==> src/rtl/mips_multicycle_ctrl_if.sv <==
// Control-to-datapath bundle for the multicycle MIPS sequencer.
// master = controller side, slave = datapath/memory side.
interface mips_multicycle_ctrl_if;
    logic [5:0] opcode;
    logic [5:0] funct;
    logic       zout;
    logic       mem_ready;
    logic       mem_req;
    logic       mem_we;
    logic       iord;
    logic       ir_write;
    logic       pc_write;
    logic [1:0] pc_src;
    logic       reg_write;
    logic       reg_dst;
    logic       mem_to_reg;
    logic       alu_src_a;
    logic [1:0] alu_src_b;
    logic [2:0] alu_control;
    logic       illegal_op;

    modport master (
        input  opcode, funct, zout, mem_ready,
        output mem_req, mem_we, iord, ir_write, pc_write, pc_src, reg_write,
               reg_dst, mem_to_reg, alu_src_a, alu_src_b, alu_control, illegal_op
    );

    modport slave (
        output opcode, funct, zout, mem_ready,
        input  mem_req, mem_we, iord, ir_write, pc_write, pc_src, reg_write,
               reg_dst, mem_to_reg, alu_src_a, alu_src_b, alu_control, illegal_op
    );
endinterface

==> src/rtl/mips_multicycle_ctrl.sv <==
// Moore multicycle control FSM for the custom MIPS core with memory ready/request pacing.
// Optional MIPS_CTRL_ILLEGAL_TRAP_EN: undefined opcode/funct locks into TRAP with sticky illegal_op.
module mips_multicycle_ctrl (
    input  logic                        clk,
    input  logic                        rst_n,
    mips_multicycle_ctrl_if.master      bus
);
    typedef enum logic [3:0] {
        ST_RESET, ST_FETCH, ST_DECODE, ST_EXEC_R, ST_WB_R, ST_EXEC_I, ST_WB_I,
        ST_MEM_ADDR, ST_MEM_RD, ST_WB_MEM, ST_MEM_WR, ST_BRANCH, ST_TRAP
    } state_t;

    localparam logic [5:0] OP_RTYPE = 6'b000000;
    localparam logic [5:0] OP_LW    = 6'b100011;
    localparam logic [5:0] OP_SW    = 6'b101011;
    localparam logic [5:0] OP_BEQ   = 6'b000100;
    localparam logic [5:0] OP_BLT   = 6'b000110;
    localparam logic [5:0] OP_SUBI  = 6'b001000;

    localparam logic [2:0] ALU_NAND = 3'b000;
    localparam logic [2:0] ALU_OR   = 3'b001;
    localparam logic [2:0] ALU_ADD  = 3'b010;
    localparam logic [2:0] ALU_SUB  = 3'b110;
    localparam logic [2:0] ALU_SLT  = 3'b111;
    localparam logic [2:0] ALU_SLL  = 3'b100;
    localparam logic [2:0] ALU_MOVE = 3'b101;

`ifdef MIPS_CTRL_ILLEGAL_TRAP_EN
    localparam state_t ILLEGAL_NEXT = ST_TRAP;
`else
    localparam state_t ILLEGAL_NEXT = ST_FETCH;
`endif

    state_t     state_q, state_d;
    logic [2:0] r_alu;
    logic       r_valid;

    always_ff @(posedge clk or negedge rst_n) begin
        if (!rst_n) state_q <= ST_RESET;
        else        state_q <= state_d;
    end

    // R-type funct decode; reused in WB_R so alu_control stays stable through write-back.
    always_comb begin
        r_alu   = ALU_NAND;
        r_valid = 1'b1;
        case (bus.funct)
            6'b100000: r_alu = ALU_ADD;
            6'b100010: r_alu = ALU_SUB;
            6'b100100: r_alu = ALU_NAND;
            6'b100101: r_alu = ALU_OR;
            6'b101010: r_alu = ALU_SLT;
            6'b000000: r_alu = ALU_SLL;
            6'b000110: r_alu = ALU_MOVE;
            default:   r_valid = 1'b0;
        endcase
    end

    always_comb begin
        state_d         = state_q;
        bus.mem_req     = 1'b0;
        bus.mem_we      = 1'b0;
        bus.iord        = 1'b0;
        bus.ir_write    = 1'b0;
        bus.pc_write    = 1'b0;
        bus.pc_src      = 2'b00;
        bus.reg_write   = 1'b0;
        bus.reg_dst     = 1'b0;
        bus.mem_to_reg  = 1'b0;
        bus.alu_src_a   = 1'b0;
        bus.alu_src_b   = 2'b00;
        bus.alu_control = ALU_NAND;
        case (state_q)
            ST_RESET: state_d = ST_FETCH;
            ST_FETCH: begin
                bus.mem_req     = 1'b1;
                bus.alu_src_b   = 2'b01;
                bus.alu_control = ALU_ADD;
                if (bus.mem_ready) begin
                    bus.ir_write = 1'b1;
                    bus.pc_write = 1'b1;
                    state_d      = ST_DECODE;
                end
            end
            ST_DECODE: begin
                bus.alu_src_b   = 2'b11;
                bus.alu_control = ALU_ADD;
                case (bus.opcode)
                    OP_RTYPE:       state_d = ST_EXEC_R;
                    OP_LW, OP_SW:   state_d = ST_MEM_ADDR;
                    OP_BEQ, OP_BLT: state_d = ST_BRANCH;
                    OP_SUBI:        state_d = ST_EXEC_I;
                    default:        state_d = ILLEGAL_NEXT;
                endcase
            end
            ST_EXEC_R: begin
                bus.alu_src_a   = 1'b1;
                bus.alu_control = r_alu;
                state_d         = r_valid ? ST_WB_R : ILLEGAL_NEXT;
            end
            ST_WB_R: begin
                bus.reg_write   = 1'b1;
                bus.reg_dst     = 1'b1;
                bus.alu_control = r_alu;
                state_d         = ST_FETCH;
            end
            ST_EXEC_I: begin
                bus.alu_src_a   = 1'b1;
                bus.alu_src_b   = 2'b10;
                bus.alu_control = ALU_SUB;
                state_d         = ST_WB_I;
            end
            ST_WB_I: begin
                bus.reg_write = 1'b1;
                state_d       = ST_FETCH;
            end
            ST_MEM_ADDR: begin
                bus.alu_src_a   = 1'b1;
                bus.alu_src_b   = 2'b10;
                bus.alu_control = ALU_ADD;
                state_d         = (bus.opcode == OP_LW) ? ST_MEM_RD : ST_MEM_WR;
            end
            ST_MEM_RD: begin
                bus.mem_req = 1'b1;
                bus.iord    = 1'b1;
                if (bus.mem_ready) state_d = ST_WB_MEM;
            end
            ST_WB_MEM: begin
                bus.reg_write  = 1'b1;
                bus.mem_to_reg = 1'b1;
                state_d        = ST_FETCH;
            end
            ST_MEM_WR: begin
                bus.mem_req = 1'b1;
                bus.mem_we  = 1'b1;
                bus.iord    = 1'b1;
                if (bus.mem_ready) state_d = ST_FETCH;
            end
            ST_BRANCH: begin
                bus.alu_src_a = 1'b1;
                bus.pc_src    = 2'b01;
                if (bus.opcode == OP_BEQ) begin
                    bus.alu_control = ALU_SUB;
                    bus.pc_write    = bus.zout;
                end else begin
                    bus.alu_control = ALU_SLT;
                    bus.pc_write    = ~bus.zout;
                end
                state_d = ST_FETCH;
            end
            ST_TRAP: state_d = ST_TRAP;
            default: state_d = ST_RESET;
        endcase
    end

`ifdef MIPS_CTRL_ILLEGAL_TRAP_EN
    logic illegal_q, illegal_d;

    assign illegal_d = illegal_q | (state_d == ST_TRAP);

    always_ff @(posedge clk or negedge rst_n) begin
        if (!rst_n) illegal_q <= 1'b0;
        else        illegal_q <= illegal_d;
    end

    assign bus.illegal_op = illegal_q;
`else
    assign bus.illegal_op = 1'b0;
`endif
endmodule

==> src/flat_wrapper.sv <==
// flat-port wrapper written by rule: the top's interface ports become plain ports
module mips_multicycle_ctrl_flat 
  (clk, rst_n, bus_opcode, bus_funct, bus_zout, bus_mem_ready, bus_mem_req, bus_mem_we, bus_iord, bus_ir_write, bus_pc_write, bus_pc_src, bus_reg_write, bus_reg_dst, bus_mem_to_reg, bus_alu_src_a, bus_alu_src_b, bus_alu_control, bus_illegal_op);
  mips_multicycle_ctrl_if bus_i ();
  input  logic clk;
  input  logic rst_n;
  input wire logic [$bits(bus_i.opcode)-1:0] bus_opcode;
  input wire logic [$bits(bus_i.funct)-1:0] bus_funct;
  input wire logic [$bits(bus_i.zout)-1:0] bus_zout;
  input wire logic [$bits(bus_i.mem_ready)-1:0] bus_mem_ready;
  output wire logic [$bits(bus_i.mem_req)-1:0] bus_mem_req;
  output wire logic [$bits(bus_i.mem_we)-1:0] bus_mem_we;
  output wire logic [$bits(bus_i.iord)-1:0] bus_iord;
  output wire logic [$bits(bus_i.ir_write)-1:0] bus_ir_write;
  output wire logic [$bits(bus_i.pc_write)-1:0] bus_pc_write;
  output wire logic [$bits(bus_i.pc_src)-1:0] bus_pc_src;
  output wire logic [$bits(bus_i.reg_write)-1:0] bus_reg_write;
  output wire logic [$bits(bus_i.reg_dst)-1:0] bus_reg_dst;
  output wire logic [$bits(bus_i.mem_to_reg)-1:0] bus_mem_to_reg;
  output wire logic [$bits(bus_i.alu_src_a)-1:0] bus_alu_src_a;
  output wire logic [$bits(bus_i.alu_src_b)-1:0] bus_alu_src_b;
  output wire logic [$bits(bus_i.alu_control)-1:0] bus_alu_control;
  output wire logic [$bits(bus_i.illegal_op)-1:0] bus_illegal_op;
  assign bus_i.opcode = bus_opcode;
  assign bus_i.funct = bus_funct;
  assign bus_i.zout = bus_zout;
  assign bus_i.mem_ready = bus_mem_ready;
  assign bus_mem_req = bus_i.mem_req;
  assign bus_mem_we = bus_i.mem_we;
  assign bus_iord = bus_i.iord;
  assign bus_ir_write = bus_i.ir_write;
  assign bus_pc_write = bus_i.pc_write;
  assign bus_pc_src = bus_i.pc_src;
  assign bus_reg_write = bus_i.reg_write;
  assign bus_reg_dst = bus_i.reg_dst;
  assign bus_mem_to_reg = bus_i.mem_to_reg;
  assign bus_alu_src_a = bus_i.alu_src_a;
  assign bus_alu_src_b = bus_i.alu_src_b;
  assign bus_alu_control = bus_i.alu_control;
  assign bus_illegal_op = bus_i.illegal_op;
  mips_multicycle_ctrl u_core (.clk(clk), .rst_n(rst_n), .bus(bus_i));
endmodule
==> config.mk <==
export PLATFORM = sky130hd
export DESIGN_NAME = mips_multicycle_ctrl_flat
export DESIGN_NICKNAME = d
export VERILOG_FILES = /design/src/rtl/mips_multicycle_ctrl_if.sv /design/src/rtl/mips_multicycle_ctrl.sv /design/src/flat_wrapper.sv
export SDC_FILE = /design/constraint.sdc
export NUM_CORES = 1
export LEC_CHECK = 0
export ABC_AREA = 1
export BUFFER_PORTS_ARGS = -buffer_cell sky130_fd_sc_hd__buf_2
export CAP_MARGIN = 10
export CORE_UTILIZATION = 39
export DETAILED_ROUTE_END_ITERATION = 10
export HOLD_SLACK_MARGIN = 0.05
export PLACE_DENSITY = 0.78
export RECOVER_POWER = 25
export SYNTH_ARGS = -nofsm -noshare
export SYNTH_HDL_FRONTEND = slang
export SYNTH_SLANG_ARGS = --single-unit
export TNS_END_PERCENT = 5
==> constraint.sdc <==
create_clock -name clk -period 1.3 [get_ports clk]
set_input_delay 0.13 -clock clk [delete_from_list [all_inputs] [get_ports clk]]
set_output_delay 0.13 -clock clk [all_outputs]
set_load 0.1 [all_outputs]
==> flow_metrics.py <==
metrics = {
    "sta": {
        "worst_slack_ns": -0.479,
        "fin_crit_sh_pct": 137,
        "timing.fmax_ghz": 0.562,
        "setup_viol": 19,
        "setup_tns_ns": -5.90,
        "finalHoldViolations": 0,
        "rsz0062_at_grt": "true",
        "fin_crit_ns": 1.78,
        "hold-worst-slack_ns": 0.269,
        "slew_viol_final": 0,
        "clock_skew_ns": 0.0104,
    },
    "synth": {
        "syn_inst": 123,
        "muxShareOfSynthArea_pct": 0,
        "synth_warnings": 0,
        "synth_fa_ha_area_share_pct": 0,
        "yosysSeqAreaShare_pct": 16.0,
        "ys_top_cells_by_area": "nand2_1 (22%), nor2_1 (18%), dfrtp_1 (16%), inv_1 (11%), nand3_1 (5.6%)",
        "yosys_register_bits": 4,
        "synth_area_per_cell_um2": 5.08,
        "yosys.area_share.xor_xnor_pct": 0,
        "yosysTopAreaCellShare_pct": 22.2,
        "syn-cell-area_um2": 624,
        "synth.distinct_cells": 19,
        "synth_top_family_by_area": "simple AND/OR/NAND/NOR gates",
        "synth-compound-area-share_pct": 14.2,
        "synth-simple-area-share_pct": 53.5,
        "yosysTopAreaCell": "nand2_1",
    },
    "drt": {
        "dr.max_layer_used": "met4",
        "vias": 1238,
        "wirelength_um": 3920,
        "drc": 0,
        "viasPerCell": 6.19,
        "route.detailed.wl_per_inst_um": 19.6,
        "wl_met2_um": 1830,
        "ant_nets": 0,
        "met3_length_um": 438,
        "firstDrtPassIters": 7,
        "drt_iter0_drc": 123,
        "wl_met1_um": 1310,
    },
    "cells_and_area": {
        "antennaDiodeCount": 0,
        "top_regs": "u_core.state_q: 4 flops",
        "nNetsFinal": 201,
        "drive_above_1_share_pct": 53.8,
        "layout_common_cells": "nand2_1 (30), buf_4 (23), nor2_1 (20)",
        "largest_reg_flops": 4,
        "area_delta_synth_final_pct": 129,
        "regMostFlops": "u_core.state_q",
        "final_common_cell": "nand2_1",
    },
    "placement": {
        "place.gp.congestion": 0.998,
        "dp_slack_ns": -0.193,
        "port_buffers": 30,
        "hpwl_um": 2150,
    },
    "pwr": {
        "p_switching_mw": 2.15,
        "power.total_mw": 3.65,
        "p_int_mw": 1.50,
        "power.share.switching_pct": 58.9,
        "p_leak_nw": 0.726,
        "seqPwrFrac_pct": 7.0,
        "max-vdd-ir-drop_uv": 2300,
        "powerDensity_nw_per_um2": 2550,
        "pwr-share-clk_pct": 4.5,
        "comb_power_share_pct": 88.5,
    },
    "global_routing": {
        "grt_pass1_wl_um": 4620,
        "antenna_found_initial": 0,
        "grt_max_degree": 7,
        "grt_pass1_vias": 1043,
        "grt_use_total_pct": 34.1,
        "grt-ovfl-total": 0,
    },
    "run_status": {
        "violations": "negative setup slack",
        "status": "complete, but fails checks",
    },
    "die": {
        "fp.dieH_um": 42.0,
        "die_w_um": 42.0,
        "ios": 33,
        "dieArea_um2": 1760,
        "core_area_um2": 1510,
        "rows": 14,
        "initial_core_util_pct": 41.4,
    },
    "worst_setup_path": {
        "worstReg2RegStart": "u_core.state_q[0]",
        "end_kind": "primary output",
        "ff2ff_setup_slack_ns": -0.26,
        "cp-start-kind": "flop",
        "r2r-end": "u_core.state_q[1]",
        "critPathMaxFanout": 4,
        "path_class": "reg -> out",
        "max_stage_delay_ns": 0.46,
        "slowest_stage": "dfrtp_2",
        "ff2ff_path_depth": 10,
        "crit_required_ns": 1.17,
        "arrival_ns": 1.65,
        "path_cells": "or2_4, nor2_2, nor2_1, buf_4, nand2_2, buf_12",
    },
    "clocking": {
        "cts.clk_slew.worst_paths_ns": 0.04,
        "clockBufferDepth": 2,
        "cts_inserted_buffers": 3,
        "cts_tree": "done",
        "clkSinkCount": 4,
        "root_buffer": "clkbuf_4",
        "htree_num_levels": 1,
        "clk_latency_ns": 0.23,
    },
    "worst_hold_path": {
        "worstHoldPathType": "in -> async",
    },
    "run": {
        "cap_violations": 0,
    },
}
## logic make-up after synthesis
family	count (synthesis)
and+or+nand+nor	81
other	1
DFF	4
buffers and inverters	22
AOI/OAI and AO/OA	15
## cells in the mapped netlist
| master | n |
|---|---|
| conb_1 | 1 |
| nand2_1 | 37 |
| nand4_1 | 3 |
| nand2_2 | 1 |
| nor2_4 | 1 |
| o21a_1 | 1 |
| o21ai_0 | 6 |
| buf_4 | 2 |
| o22ai_1 | 3 |
| buf_6 | 1 |
| or2_1 | 1 |
| o21ai_2 | 2 |
| nand3_1 | 7 |
| inv_2 | 1 |
| a21oi_1 | 3 |
| nor3_1 | 1 |
| nor2_1 | 30 |
| dfrtp_1 | 4 |
| inv_1 | 18 |
## worst max-delay path: cells and delay by family, from the launching register on
family	cells	cell delay [ns]
flip-flops	1	0.46
AND/OR/NAND/NOR	4	0.63
buffers and inverters	2	0.32
## metrics by stage
step,cells,util (%),area (um^2)
2_1_floorplan,124,-,721
3_3_place_gp,193,85.3,1280
3_5_place_dp,193,85.3,1280
4_1_cts,200,90.9,1370
5_1_grt,200,94.9,1430
6_report,200,94.9,1430
## power by group through the flow
stage / clock (mW) / sequential (mW) / combinational, mW
after floorplan: 0 / 0.225 / 1.73
after global placement: 0 / 0.209 / 2.79
after detailed placement: 0 / 0.219 / 2.86
after CTS: 0.169 / 0.215 / 2.99
after global routing: 0.177 / 0.252 / 3.33
final: 0.163 / 0.255 / 3.23
## layer usage
layer  global-route usage (%)  vias to the layer above
met4                     10.0                        0
met2                     67.5                      146
li1                         -                      503
met5                        0                        -
met1                     36.1                      525
met3                     5.60                       64
## worst max-delay path by stage
stage / from / endpoint / slack (ns) / cells past startpoint
2_1_floorplan: u_core.state_q[2] / bus_pc_write / -0.63 / 5
3_3_place_gp: u_core.state_q[3] / bus_alu_control[1] / -0.17 / 6
3_5_place_dp: u_core.state_q[0] / bus_alu_control[1] / -0.19 / 6
4_1_cts: u_core.state_q[0] / bus_ir_write / -0.38 / 7
5_1_grt: u_core.state_q[3] / bus_alu_control[0] / -0.54 / 8
6_report: u_core.state_q[1] / bus_alu_control[2] / -0.48 / 6
## cell type report
class	count	area [um^2]
clock buffers	4	26.3
multi-input cells	98	591
repair buffers	59	613
inverters	19	73.8
fillers	47	77.6
well taps	16	20.0
flip-flops and latches	4	105
## repair_timing
item | in CTS | in global routing
resized for setup | 13 | 19
pin swaps | 2 | 5
buffers inserted | 2 | 0
setup endpoints to repair | 18 | 19
endpoints found under the hold margin | 4 | 0
hold buffers | 1 | 0
Power figures use the tool's default switching activity.
